File: src/rtl/alu_pkg.sv
// Shared definitions for the 16-bit ALU and its issuing sequencer.
// Covers opcode constants, flag layout, dest encoding, sequencer states and opcode-class helpers.
package alu_pkg;

    localparam int OPCODE_W = 6;
    localparam int FLAGS_W  = 4;

    localparam logic [OPCODE_W-1:0] OP_NOP     = 6'd0;
    localparam logic [OPCODE_W-1:0] OP_ADD     = 6'd1;
    localparam logic [OPCODE_W-1:0] OP_SUB     = 6'd2;
    localparam logic [OPCODE_W-1:0] OP_RSVD_LO = 6'd20;
    localparam logic [OPCODE_W-1:0] OP_RSVD_HI = 6'd22;
    localparam logic [OPCODE_W-1:0] OP_LAST    = 6'd24;

    localparam int FLAG_C = 3;
    localparam int FLAG_N = 2;
    localparam int FLAG_Z = 1;
    localparam int FLAG_V = 0;

    localparam int DEST_D   = 0;
    localparam int DEST_MEM = 1;

    typedef enum logic [1:0] {
        ST_IDLE  = 2'd0,
        ST_READ  = 2'd1,
        ST_EXEC  = 2'd2,
        ST_WRITE = 2'd3
    } seq_state_t;

    function automatic logic is_legal(input logic [OPCODE_W-1:0] op);
        return (op != OP_NOP) && (op <= OP_LAST) &&
               !((op >= OP_RSVD_LO) && (op <= OP_RSVD_HI));
    endfunction

    function automatic logic needs_m(input logic [OPCODE_W-1:0] op);
        logic r;
        case (op)
            6'd1, 6'd2, 6'd3, 6'd4, 6'd5,
            6'd9, 6'd10, 6'd11,
            6'd14, 6'd15, 6'd19, 6'd24: r = 1'b1;
            default:                    r = 1'b0;
        endcase
        return r;
    endfunction

    // Only add/subtract produce meaningful carry and negative for the architectural flags.
    function automatic logic updates_cn(input logic [OPCODE_W-1:0] op);
        return (op == OP_ADD) || (op == OP_SUB);
    endfunction

endpackage

File: src/rtl/alu_op_sequencer_if.sv
// Instruction handshake and data-memory bus of the ALU op sequencer.
// The master modport is the sequencer side; slave is the instruction source and memory.
interface alu_op_sequencer_if #(
    parameter int DATA_W = 16,
    parameter int ADDR_W = 8
);
    logic              instr_valid;
    logic              instr_ready;
    logic [5:0]        instr_opcode;
    logic [1:0]        instr_dest;
    logic [ADDR_W-1:0] instr_addr;

    logic              mem_req;
    logic              mem_we;
    logic [ADDR_W-1:0] mem_addr;
    logic [DATA_W-1:0] mem_wdata;
    logic [DATA_W-1:0] mem_rdata;
    logic              mem_ack;

    modport master (
        input  instr_valid, instr_opcode, instr_dest, instr_addr,
        output instr_ready,
        output mem_req, mem_we, mem_addr, mem_wdata,
        input  mem_rdata, mem_ack
    );

    modport slave (
        output instr_valid, instr_opcode, instr_dest, instr_addr,
        input  instr_ready,
        input  mem_req, mem_we, mem_addr, mem_wdata,
        output mem_rdata, mem_ack
    );

endinterface

File: src/rtl/alu_op_sequencer_ack_timeout_counter.sv
// Counts cycles spent waiting for a memory acknowledge and flags the abort point.
// expired is combinational so the sequencer can leave on the limit edge itself.
module ack_timeout_counter #(
    parameter int ACK_TIMEOUT = 15
) (
    input  logic clk,
    input  logic rst_n,
    input  logic start,
    input  logic active,
    input  logic ack,
    output logic expired
);

    localparam int CNT_W = (ACK_TIMEOUT < 2) ? 1 : $clog2(ACK_TIMEOUT + 1);

    logic [CNT_W-1:0] timer_q;

    always_ff @(posedge clk or negedge rst_n) begin
        if (!rst_n) begin
            timer_q <= '0;
        end else if (start) begin
            timer_q <= '0;
        end else if (active && !ack) begin
            timer_q <= timer_q + 1'b1;
        end
    end

    // Expiry fires in the last waiting cycle, so mem_req is held for exactly ACK_TIMEOUT cycles.
    generate
        if (ACK_TIMEOUT == 0) begin : g_no_timeout
            assign expired = 1'b0;
        end else begin : g_timeout
            assign expired = active && !ack && (timer_q == CNT_W'(ACK_TIMEOUT - 1));
        end
    endgenerate

endmodule

File: src/rtl/alu_op_sequencer.sv
// Issuing side of the 16-bit ALU: accepts an instruction, fetches M if needed,
// drives the ALU for one cycle and writes the result to D and/or memory.
module alu_op_sequencer
    import alu_pkg::*;
#(
    parameter int DATA_W      = 16,
    parameter int ADDR_W      = 8,
    parameter int ACK_TIMEOUT = 15
) (
    input  logic                clk,
    input  logic                rst_n,
    alu_op_sequencer_if.master  bus,
    output logic [5:0]          alu_opcode,
    output logic [DATA_W-1:0]   alu_d,
    output logic [DATA_W-1:0]   alu_m,
    input  logic [DATA_W-1:0]   alu_result,
    input  logic [3:0]          alu_flags,
    output logic [DATA_W-1:0]   d_reg,
    output logic [3:0]          flags_q,
    output logic                done,
    output logic                err
);

    seq_state_t        state_q;
    seq_state_t        state_d;
    logic [5:0]        op_q;
    logic [1:0]        dest_q;
    logic [ADDR_W-1:0] addr_q;
    logic [DATA_W-1:0] m_q;
    logic [DATA_W-1:0] result_q;
    logic              done_d;
    logic              err_d;
    logic              in_mem_phase;
    logic              timer_start;
    logic              expired;

    assign in_mem_phase = (state_q == ST_READ) || (state_q == ST_WRITE);
    assign timer_start  = (state_d != state_q) &&
                          ((state_d == ST_READ) || (state_d == ST_WRITE));

    ack_timeout_counter #(
        .ACK_TIMEOUT(ACK_TIMEOUT)
    ) u_timeout (
        .clk    (clk),
        .rst_n  (rst_n),
        .start  (timer_start),
        .active (in_mem_phase),
        .ack    (bus.mem_ack),
        .expired(expired)
    );

    always_ff @(posedge clk or negedge rst_n) begin
        if (!rst_n) begin
            state_q <= ST_IDLE;
        end else begin
            state_q <= state_d;
        end
    end

    always_comb begin
        state_d = state_q;
        done_d  = 1'b0;
        err_d   = 1'b0;
        case (state_q)
            ST_IDLE: begin
                if (bus.instr_valid) begin
                    if (!is_legal(bus.instr_opcode)) begin
                        err_d = 1'b1;
                    end else if (needs_m(bus.instr_opcode)) begin
                        state_d = ST_READ;
                    end else begin
                        state_d = ST_EXEC;
                    end
                end
            end
            ST_READ: begin
                if (bus.mem_ack) begin
                    state_d = ST_EXEC;
                end else if (expired) begin
                    state_d = ST_IDLE;
                    err_d   = 1'b1;
                end
            end
            ST_EXEC: begin
                if (dest_q[DEST_MEM]) begin
                    state_d = ST_WRITE;
                end else begin
                    state_d = ST_IDLE;
                    done_d  = 1'b1;
                end
            end
            ST_WRITE: begin
                if (bus.mem_ack) begin
                    state_d = ST_IDLE;
                    done_d  = 1'b1;
                end else if (expired) begin
                    state_d = ST_IDLE;
                    err_d   = 1'b1;
                end
            end
            default: state_d = ST_IDLE;
        endcase
    end

    always_comb begin
        bus.instr_ready = 1'b0;
        bus.mem_req     = 1'b0;
        bus.mem_we      = 1'b0;
        bus.mem_addr    = '0;
        bus.mem_wdata   = '0;
        alu_opcode      = '0;
        alu_d           = '0;
        alu_m           = '0;
        case (state_q)
            ST_IDLE: bus.instr_ready = 1'b1;
            ST_READ: begin
                bus.mem_req  = 1'b1;
                bus.mem_addr = addr_q;
            end
            ST_EXEC: begin
                alu_opcode = op_q;
                alu_d      = d_reg;
                alu_m      = m_q;
            end
            ST_WRITE: begin
                bus.mem_req   = 1'b1;
                bus.mem_we    = 1'b1;
                bus.mem_addr  = addr_q;
                bus.mem_wdata = result_q;
            end
            default: ;
        endcase
    end

    // Datapath latches, architectural D/flags and the registered done/err pulses.
    always_ff @(posedge clk or negedge rst_n) begin
        if (!rst_n) begin
            op_q     <= '0;
            dest_q   <= '0;
            addr_q   <= '0;
            m_q      <= '0;
            result_q <= '0;
            d_reg    <= '0;
            flags_q  <= '0;
            done     <= 1'b0;
            err      <= 1'b0;
        end else begin
            done <= done_d;
            err  <= err_d;
            case (state_q)
                ST_IDLE: begin
                    if (bus.instr_valid) begin
                        op_q   <= bus.instr_opcode;
                        dest_q <= bus.instr_dest;
                        addr_q <= bus.instr_addr;
                        if (is_legal(bus.instr_opcode) && !needs_m(bus.instr_opcode)) begin
                            m_q <= '0;
                        end
                    end
                end
                ST_READ: begin
                    if (bus.mem_ack) begin
                        m_q <= bus.mem_rdata;
                    end
                end
                ST_EXEC: begin
                    result_q        <= alu_result;
                    flags_q[FLAG_Z] <= alu_flags[FLAG_Z];
                    flags_q[FLAG_V] <= alu_flags[FLAG_V];
                    if (updates_cn(op_q)) begin
                        flags_q[FLAG_C] <= alu_flags[FLAG_C];
                        flags_q[FLAG_N] <= alu_flags[FLAG_N];
                    end
                    if (dest_q[DEST_D]) begin
                        d_reg <= alu_result;
                    end
                end
                default: ;
            endcase
        end
    end

endmodule

File: src/flat_wrapper.sv
// flat-port wrapper written by rule: the top's interface ports become plain ports
module alu_op_sequencer_flat import alu_pkg::*;
#(
    parameter int DATA_W      = 16,
    parameter int ADDR_W      = 8,
    parameter int ACK_TIMEOUT = 15
)
  (clk, rst_n, alu_opcode, alu_d, alu_m, alu_result, alu_flags, d_reg, flags_q, done, err, bus_instr_valid, bus_instr_opcode, bus_instr_dest, bus_instr_addr, bus_instr_ready, bus_mem_req, bus_mem_we, bus_mem_addr, bus_mem_wdata, bus_mem_rdata, bus_mem_ack);
  alu_op_sequencer_if #(.DATA_W(DATA_W), .ADDR_W(ADDR_W)) bus_i ();
  input  logic clk;
  input  logic rst_n;
  output logic [5:0] alu_opcode;
  output logic [DATA_W-1:0] alu_d;
  output logic [DATA_W-1:0] alu_m;
  input  logic [DATA_W-1:0] alu_result;
  input  logic [3:0] alu_flags;
  output logic [DATA_W-1:0] d_reg;
  output logic [3:0] flags_q;
  output logic done;
  output logic err;
  input wire logic [$bits(bus_i.instr_valid)-1:0] bus_instr_valid;
  input wire logic [$bits(bus_i.instr_opcode)-1:0] bus_instr_opcode;
  input wire logic [$bits(bus_i.instr_dest)-1:0] bus_instr_dest;
  input wire logic [$bits(bus_i.instr_addr)-1:0] bus_instr_addr;
  output wire logic [$bits(bus_i.instr_ready)-1:0] bus_instr_ready;
  output wire logic [$bits(bus_i.mem_req)-1:0] bus_mem_req;
  output wire logic [$bits(bus_i.mem_we)-1:0] bus_mem_we;
  output wire logic [$bits(bus_i.mem_addr)-1:0] bus_mem_addr;
  output wire logic [$bits(bus_i.mem_wdata)-1:0] bus_mem_wdata;
  input wire logic [$bits(bus_i.mem_rdata)-1:0] bus_mem_rdata;
  input wire logic [$bits(bus_i.mem_ack)-1:0] bus_mem_ack;
  assign bus_i.instr_valid = bus_instr_valid;
  assign bus_i.instr_opcode = bus_instr_opcode;
  assign bus_i.instr_dest = bus_instr_dest;
  assign bus_i.instr_addr = bus_instr_addr;
  assign bus_instr_ready = bus_i.instr_ready;
  assign bus_mem_req = bus_i.mem_req;
  assign bus_mem_we = bus_i.mem_we;
  assign bus_mem_addr = bus_i.mem_addr;
  assign bus_mem_wdata = bus_i.mem_wdata;
  assign bus_i.mem_rdata = bus_mem_rdata;
  assign bus_i.mem_ack = bus_mem_ack;
  alu_op_sequencer #(.DATA_W(DATA_W), .ADDR_W(ADDR_W), .ACK_TIMEOUT(ACK_TIMEOUT)) u_core (.clk(clk), .rst_n(rst_n), .bus(bus_i), .alu_opcode(alu_opcode), .alu_d(alu_d), .alu_m(alu_m), .alu_result(alu_result), .alu_flags(alu_flags), .d_reg(d_reg), .flags_q(flags_q), .done(done), .err(err));
endmodule
File: config.mk
export PLATFORM = sky130hd
export DESIGN_NAME = alu_op_sequencer_flat
export DESIGN_NICKNAME = d
export VERILOG_FILES = /design/src/rtl/alu_pkg.sv /design/src/rtl/alu_op_sequencer_if.sv /design/src/rtl/alu_op_sequencer_ack_timeout_counter.sv /design/src/rtl/alu_op_sequencer.sv /design/src/flat_wrapper.sv
export SDC_FILE = /design/constraint.sdc
export NUM_CORES = 1
export LEC_CHECK = 0
export ABC_AREA = 1
export CAP_MARGIN = 20
export CORE_MARGIN = 2
export CORE_UTILIZATION = 48
export DETAILED_ROUTE_END_ITERATION = 12
export HOLD_SLACK_MARGIN = 0.03
export PLACE_DENSITY = 0.86
export SLEW_MARGIN = 20
export SYNTH_ARGS = -nofsm -noshare
export SYNTH_HDL_FRONTEND = slang
export SYNTH_SLANG_ARGS = --single-unit
File: constraint.sdc
create_clock -name clk -period 4.23 [get_ports clk]
set_clock_uncertainty 0.15 [all_clocks]
set_input_delay 1.0575 -clock clk [delete_from_list [all_inputs] [get_ports clk]]
set_output_delay 1.0575 -clock clk [all_outputs]
set_load 0.05 [all_outputs]
* Yosys cells after proc, flatten, opt, wreduce, memory -nomap -nowiden
Memory sizes are Yosys's and may differ from the RTL's.
Index checks and enable logic that the tools add are counted.
** Cells by class
- Mux-type cells :: 37
- Order comparisons :: 3
- Reduce and logical (&&, ||, !) cells :: 22
- Equality and inequality tests :: 12
- Add/sub/neg operators :: 1
** Operators by type and width (count)
- 16-bit 2-to-1 mux :: 6
- 16-bit case mux with 2 select lines :: 1
- 1-bit 2-to-1 mux :: 16
- 2-bit 2-to-1 mux :: 7
- 6-bit by 5-bit less-or-equal comparator with 1-bit output (second input constant) :: 2
- 4-bit 2-to-1 mux :: 2
- 8-bit 2-to-1 mux :: 1
- 2-bit case mux with 4 select lines :: 1
- 1-bit logical AND :: 7
- 2-bit == test (second input constant) :: 3
- 6-bit by 1-bit == test with 1-bit output (second input constant) :: 1
- 6-bit by 2-bit == test with 1-bit output (second input constant) :: 1
- 6-bit by 5-bit >= comparator with 1-bit output (second input constant) :: 1
- 6-bit 2-to-1 mux :: 1
- 2-bit AND reduction :: 3
- 6-bit nonzero test :: 1
- 4-bit by 1-bit adder with 4-bit output (second input constant) :: 1
- 2-bit by 1-bit == test with 1-bit output (second input constant) :: 2
- 4-bit == test (second input constant) :: 1
- 2-bit inequality test (second input constant) :: 2
- 1-bit case mux with 2 select lines :: 2
- 4-bit AND reduction :: 1
- 2-bit nonzero test :: 2
- 1-bit zero test :: 3
- other kinds (5) :: 7
** Word-level totals
- Logic and storage cells :: 89
- Output and inout port bits :: 87
- ROM bits :: 64
- Register bits :: 76
- Memories kept :: 2
- Bits of input ports :: 56
** Memory list
- (name not given) :: depth 32, width 1, read ports 1, clocked after memory_dff 0, wr ports 0, RTL line alu_pkg.sv:37 : case (op)
- (name not given) :: depth 32, width 1, read ports 1, clocked after memory_dff 0, wr ports 0, RTL line alu_pkg.sv:37

* Logic depth before layout (Yosys ltp)
Gate-level depths: netlist (run 1).
- Depth after elaboration :: 15
- Depth in mapped cells :: 13
- Gate-level depth less buffers :: 12

* By module
A second synthesis (run 1) with hierarchy kept.
** Unflattened totals
- Cells, all modules :: 492
- Area, all modules :: 3729.8 um^2
** By module, submodules not included
- alu_op_sequencer :: times used 1, area each 3493.4 um^2, cells each 462
- ack_timeout_counter :: times used 1, area each 236.5 um^2, cells each 30

* Worst setup path before layout (run 1)
OpenSTA, ideal clock, no wires.
- Path type :: register to output
- Start point :: register u_core.state_q[0]
- End point :: output bus_mem_wdata[10]
- Setup slack :: 1.289 ns
- Stages on the path, launching flop included :: 5
- Arrival :: 1.734 ns
- Required time :: 3.023 ns
- Buffers on the path :: 2
- Cells stage by stage :: dfrtp_1 -> buf_2 -> nand2_1 -> clkbuf_1 -> nor2_1
** On the way
- Word-level cells in the longest chain between the ends :: 2
** RTL lines
- from (decl) :: RTL line alu_op_sequencer.sv:24 : seq_state_t state_q;
- from (signal assigned) :: RTL line alu_op_sequencer.sv:56 : state_q <= state_d;
- 2-bit == test :: RTL line alu_op_sequencer.sv:114 : case (state_q)
- 16-bit 2-to-1 mux :: RTL line alu_op_sequencer.sv:114
- to (decl) :: RTL line flat_wrapper.sv:29 : output wire logic [$bits(bus_i.mem_wdata)-1:0] bus_mem_wdata;
No other way between the ends.

* Worst setup path in the final report (run 1)
- Start point :: register u_core.state_q[0]
- End point :: output bus_mem_wdata[8]
Same word-level chain as after synthesis.

==> results of run 1 <==
## kinds of logic after synthesis
group / after synthesis
and+or+nand+nor: 234
AOI/OAI and AO/OA: 50
xor gates and xnor gates: 3
adders and majority gates: 2
DFF: 76
buffers and inverters: 122
muxes: 11
## area by class of cell
type | count | share of cell area (%)
Inverter | 102 | 6.56
Multi-Input combinational cell | 300 | 24.1
Clock buffer | 11 | 2.42
Clock inverter | 5 | 1.03
Tap cell | 102 | 2.19
Timing Repair Buffer | 144 | 31.1
Sequential cell | 76 | 32.6
## power by group through the flow
stage | registers, mW | clock network [mW] | logic (mW)
4_1_cts | 1.27 | 0.573 | 2.78
6_report | 1.27 | 0.568 | 2.77
2_1_floorplan | 1.58 | 0 | 1.38
5_1_grt | 1.31 | 0.606 | 2.95
3_3_place_gp | 1.25 | 0 | 2.70
3_5_place_dp | 1.28 | 0 | 2.77
## path summary, 6_finish.rpt
check                             startpoint                           to  slack [ns]  depth (start not counted)
max                        u_core.state_q[0]             bus_mem_wdata[8]        0.21                          3
min in group asynchronous              rst_n                u_core.m_q[9]        0.69                          1
min                           u_core.m_q[13]               u_core.m_q[13]        0.32                          2
max in group asynchronous              rst_n  u_core.u_timeout.timer_q[0]        2.61                          1
max reg2reg                u_core.state_q[0]              u_core.d_reg[6]        1.72                          5
min reg2reg                   u_core.m_q[13]               u_core.m_q[13]        0.32                          2
## worst max-delay path: cells and delay by family, from the launching register on
kind | cells | cell delay, ns
and+or+nand+nor | 2 | 0.90
DFF | 1 | 0.72
buffers and inverters | 1 | 0.84
## metal layers
metal	routed length (µm)	vias up	share of wire, %
li1	-	1756	-
met1	4080	1737	39
met3	744	23	7.1
met4	281	0	2.7
met2	5410	171	51
met5	0	-	0
## synthesized netlist by cell type
library cell  number  share of area [%]
inv_1            100                9.9
nand2_1           99                9.8
nor2_1            98                9.7
dfrtp_1           76                 50
nand3_1           25                3.3
o21ai_0           24                3.2
a21oi_1           22                2.9
clkbuf_1          14                1.4
mux2_2            10                3.0
buf_2              4               0.53
ha_1               2               0.66
inv_2              2               0.20
nand2_4            2               0.60
nor2_2             2               0.33
nor2_4             2               0.60
o22ai_1            2               0.33
xor2_1             2               0.46
buf_4              1               0.20
buf_6              1               0.30
mux2_1             1               0.30
nand3b_1           1               0.20
nand3b_4           1               0.53
nand4_1            1               0.17
nor3_1             1               0.13
nor4_1             1               0.17
o21ai_1            1               0.13
o21ai_2            1               0.23
or2_1              1               0.17
xnor2_1            1               0.23
## metrics by stage
step / hold WS (ns) / setup slack (ns)
2_1_floorplan: 0.292 / 1.29
3_3_place_gp: 0.304 / 0.758
3_5_place_dp: 0.310 / 0.603
6_report: 0.323 / 0.213
4_1_cts: 0.328 / 0.239
5_1_grt: 0.353 / 0.0807
==> impl_metrics.toml, run 1 <==
[routing]
num_vias = 3687
drt-wirelength-per-cell_um = 14.2
totalWireLength_um = 10500
drt-vias-per-instance = 4.98
drc = 0
drt_iter0_markers = 219
firstDrtPassIters = 4
ant_nets = 0

[yosys]
synth_fa_ha_area_share_pct = 0.662
yosysUniqueCellTypes = 29
syn_inst = 498
yosys_warnings = 0
synthesis.nets = 556
ys_ff_latch = 76
synth_area_um2 = 3780
synthMuxAreaShare_pct = 3.28
synth-xor-area-share_pct = 0.695
synth_compound_area_share_pct = 6.78
synth-simple-area-share_pct = 25.7
synth_top_family_by_area = "simple AND/OR/NAND/NOR gates"
syn_avg_cell_area_um2 = 7.59
yosysSeqAreaShare_pct = 50.3

[floorplanning]
fp.dieArea_um2 = 8600
die_w_um = 92.8
core_um2 = 7690
io_pins = 143
start_util_pct = 49.2
num_rows = 32
die_h_um = 92.8

[final_layout]
final_cell_mix = "clkdlybuf4s50_1, inv_1, nand2_1, nor2_1, dfrtp_1"
fin_util_pct = 75.9
drive_gt1_share_pct = 11.9
final_common_cell = "clkdlybuf4s50_1"
seqCellArea_um2 = 1900
final_area_um2 = 5830
finalNonFillerCells = 740
antenna_cells = 0
syn2layout_area_growth_pct = 54.3
fillerInstances = 512
fin_nets = 691
multiInputGateArea_um2 = 1410

[clock_tree]
cts_setup_buffers = 0
cts_inserted_buffers = 9
htree_levels = 3
insertion_delay_ns = 0.35
clock-root-buffer = "clkbuf_8"
cts_tree = "built"
cts_resized = 0
cts.clk_slew.worst_paths_ns = 0.08
clock_sinks = 76
cts.path.max_buffers = 2
hold_buffers = 0

[place]
place_congestion = 0.909
dp.cells = 724
portBuffers = 142
hpwl_um = 7700
place_area_um2 = 5630

[critical_path]
worstPathCellList = "nand2_1 > nor2_1 > clkdlybuf4s50_1"
cp.arrival_ns = 2.81
slowest_delay_ns = 0.84
crit_fanout = 18
critPathRequiredTime_ns = 3.02
worstSetupPathType = "reg -> out"
crit_path_end_kind = "primary output"
slowest_stage = "clkdlybuf4s50_1"
critPathLaunchType = "register"

[global_routing]
met3_usage_pct = 3.99
grt_max_degree = 77
grt_pass1_wl_um = 17100
antenna_found_initial = 0
grt_overflow = 0
grt_util_met2_pct = 44.3
top_usage_layer = "met2"
grt_use_met1_pct = 30.9
grt_usage_pct = 25.3
grt_pass1_vias = 3686

[timing]
setup_viol = 0
timing.fmax_mhz = 249
hold_violations = 0
drv_slew = 0
tightest_slew_ns = 1.04
finalCritPeriodShare_pct = 95.0
maxSlewHeadroom_pct = 30.2
rsz0062_at_grt = "false"
setup-tns-final_ns = 0
layout_min_cycle_time_ns = 4.02

[power_and_ir_drop]
comb_power_share_pct = 60.1
leakage_nw = 2.92
p_clk_share_pct = 12.3
power_density_nw_per_um2 = 790
finalPower_mw = 4.61
ir_worst_vdd_uv = 450
p_int_mw = 2.36
swShare_pct = 48.8
seqPwrFrac_pct = 27.5
switchingPower_mw = 2.25

[job]
maxCapViolations = 0

[status]
status = "completed"

[hold_path]
worst_hold_path_type = "reg -> reg"
Note: power is estimated with default switching activity, not from simulation.
==> run 2, diff against run 1 <==
--- a/config.mk
+++ b/config.mk
@@ -8,10 +8,10 @@
 export ABC_AREA = 1
 export CAP_MARGIN = 20
 export CORE_MARGIN = 2
-export CORE_UTILIZATION = 48
+export CORE_UTILIZATION = 30
 export DETAILED_ROUTE_END_ITERATION = 12
 export HOLD_SLACK_MARGIN = 0.03
-export PLACE_DENSITY = 0.86
+export MAX_ROUTING_LAYER = met4
 export SLEW_MARGIN = 20
 export SYNTH_ARGS = -nofsm -noshare
 export SYNTH_HDL_FRONTEND = slang
==> run 2 against run 1 <==
Net effect:
- final cell count up 9.6%
- clock power up 23%
- via count down 5.3%
- register-to-register slack better by 0.36 ns
- largest cell class unchanged
- power up 2.0%
- fmax up 14%
- global-route usage down 9.5 points
- highest routed layer unchanged
- worst setup slack better by 0.51 ns
- die area up 57%
- sequential share of layout area down 1.0 points
==> impl_metrics.toml, run 2 (same netlist as run 1, synthesis figures left out) <==
[timing]
setup_viol = 0
hold_ws_ns = 0.317
rsz0062_at_grt = "false"
timing.fmax_mhz = 285
drv_slew = 0
hold_violations = 0
tightest_slew_ns = 0.806
maxSlewHeadroom_pct = 46.1
setup-tns-final_ns = 0
layout_min_cycle_time_ns = 3.51
finalCritPeriodShare_pct = 83.0

[global_routing]
grt_max_degree = 77
grt_pass1_wl_um = 16300
grt_usage_pct = 15.8
grt_pass1_vias = 3428
grt_overflow = 0
antenna_found_initial = 0

[critical_path]
worstSetupPathType = "reg -> out"
cp.arrival_ns = 2.30
critPathLaunchType = "register"
crit_path_end_kind = "primary output"
crit_fanout = 18
critPathRequiredTime_ns = 3.02

[power_and_ir_drop]
power_density_nw_per_um2 = 780
leakage_nw = 2.96
ir_worst_vdd_uv = 330

[final_layout]
drive_gt1_share_pct = 11.9
antenna_cells = 0
syn2layout_area_growth_pct = 59.2
final_area_um2 = 6020
fillerInstances = 1236
fin_nets = 693
final_common_cell = "clkdlybuf4s50_1"
final_cell_mix = "clkdlybuf4s50_1, inv_1, nor2_1, nand2_1, dfrtp_1"

[routing]
firstDrtPassIters = 4
totalWireLength_um = 9950
drt-wirelength-per-cell_um = 12.3
drt_iter0_markers = 173
ant_nets = 0
drc = 0
num_vias = 3491
drt-vias-per-instance = 4.30

[clock_tree]
cts_setup_buffers = 0
hold_buffers = 0
htree_levels = 3
clock-root-buffer = "clkbuf_16"
cts.clk_slew.worst_paths_ns = 0.05
cts_inserted_buffers = 9
insertion_delay_ns = 0.32
cts_tree = "built"
cts_resized = 0
clock_sinks = 76
cts.path.max_buffers = 2

[job]
maxCapViolations = 0

[floorplanning]
die_h_um = 116
start_util_pct = 30.3
die_w_um = 116
fp.dieArea_um2 = 13500
core_um2 = 12500
num_rows = 41
io_pins = 143

[status]
status = "completed"

[place]
place_area_um2 = 5730
portBuffers = 142
hpwl_um = 7380
place_congestion = 0.831

[hold_path]
worst_hold_path_type = "reg -> reg"
## run 2: routing by layer
layer	wire, µm	share of wire, %	up-vias	global-route usage (%)
met5	0	0	-	-
met4	92	0.92	0	4.60
met3	543	5.5	9	3.17
met2	4890	49	104	25.3
met1	4430	44	1618	20.3
li1	-	-	1760	-
## run 2: area by class of cell
type	instances	area, µm²	area share (%)
repair buffers	146	1840	30.6
multi-input cells	300	1410	23.4
well taps	172	215	3.57
clock buffers	14	264	4.38
inverters	102	383	6.36
clock inverters	1	7.51	0.125
flip-flops and latches	76	1900	31.6
## run 2: final timing paths
check	from	endpoint	slack, ns	cells after the start
max	u_core.state_q[0]	bus_mem_wdata[12]	0.72	4
max reg2reg	u_core.state_q[0]	u_core.addr_q[1]	2.08	3
max in group asynchronous	rst_n	u_core.d_reg[11]	2.78	2
min in group asynchronous	rst_n	u_core.flags_q[2]	0.55	1
min reg2reg	u_core.m_q[7]	u_core.m_q[7]	0.32	2
min	u_core.m_q[7]	u_core.m_q[7]	0.32	2
## run 2: power by group
group	internal, mW	switching, mW
logic	0.996	1.74
clock network	0.427	0.272
registers	1.08	0.183
total	2.50	2.20
## run 2: metrics by stage
stage / instances / setup slack (ns) / util (%) / total power, mW
after floorplan: 498 / 1.29 / - / 2.97
after global placement: 795 / 1.07 / 45.9 / 3.99
after detailed placement: 795 / 0.992 / 45.9 / 4.04
after CTS: 810 / 0.639 / 48.1 / 4.76
after global routing: 811 / 0.513 / 48.3 / 5.01
final: 811 / 0.719 / 48.3 / 4.70
## run 2: worst max-delay path, stage by stage (launching register included)
cell and delay [ns]:
dfrtp_1 0.69, nand2_1 0.10, buf_4 0.22, nor2_1 0.13, clkdlybuf4s50_1 0.83
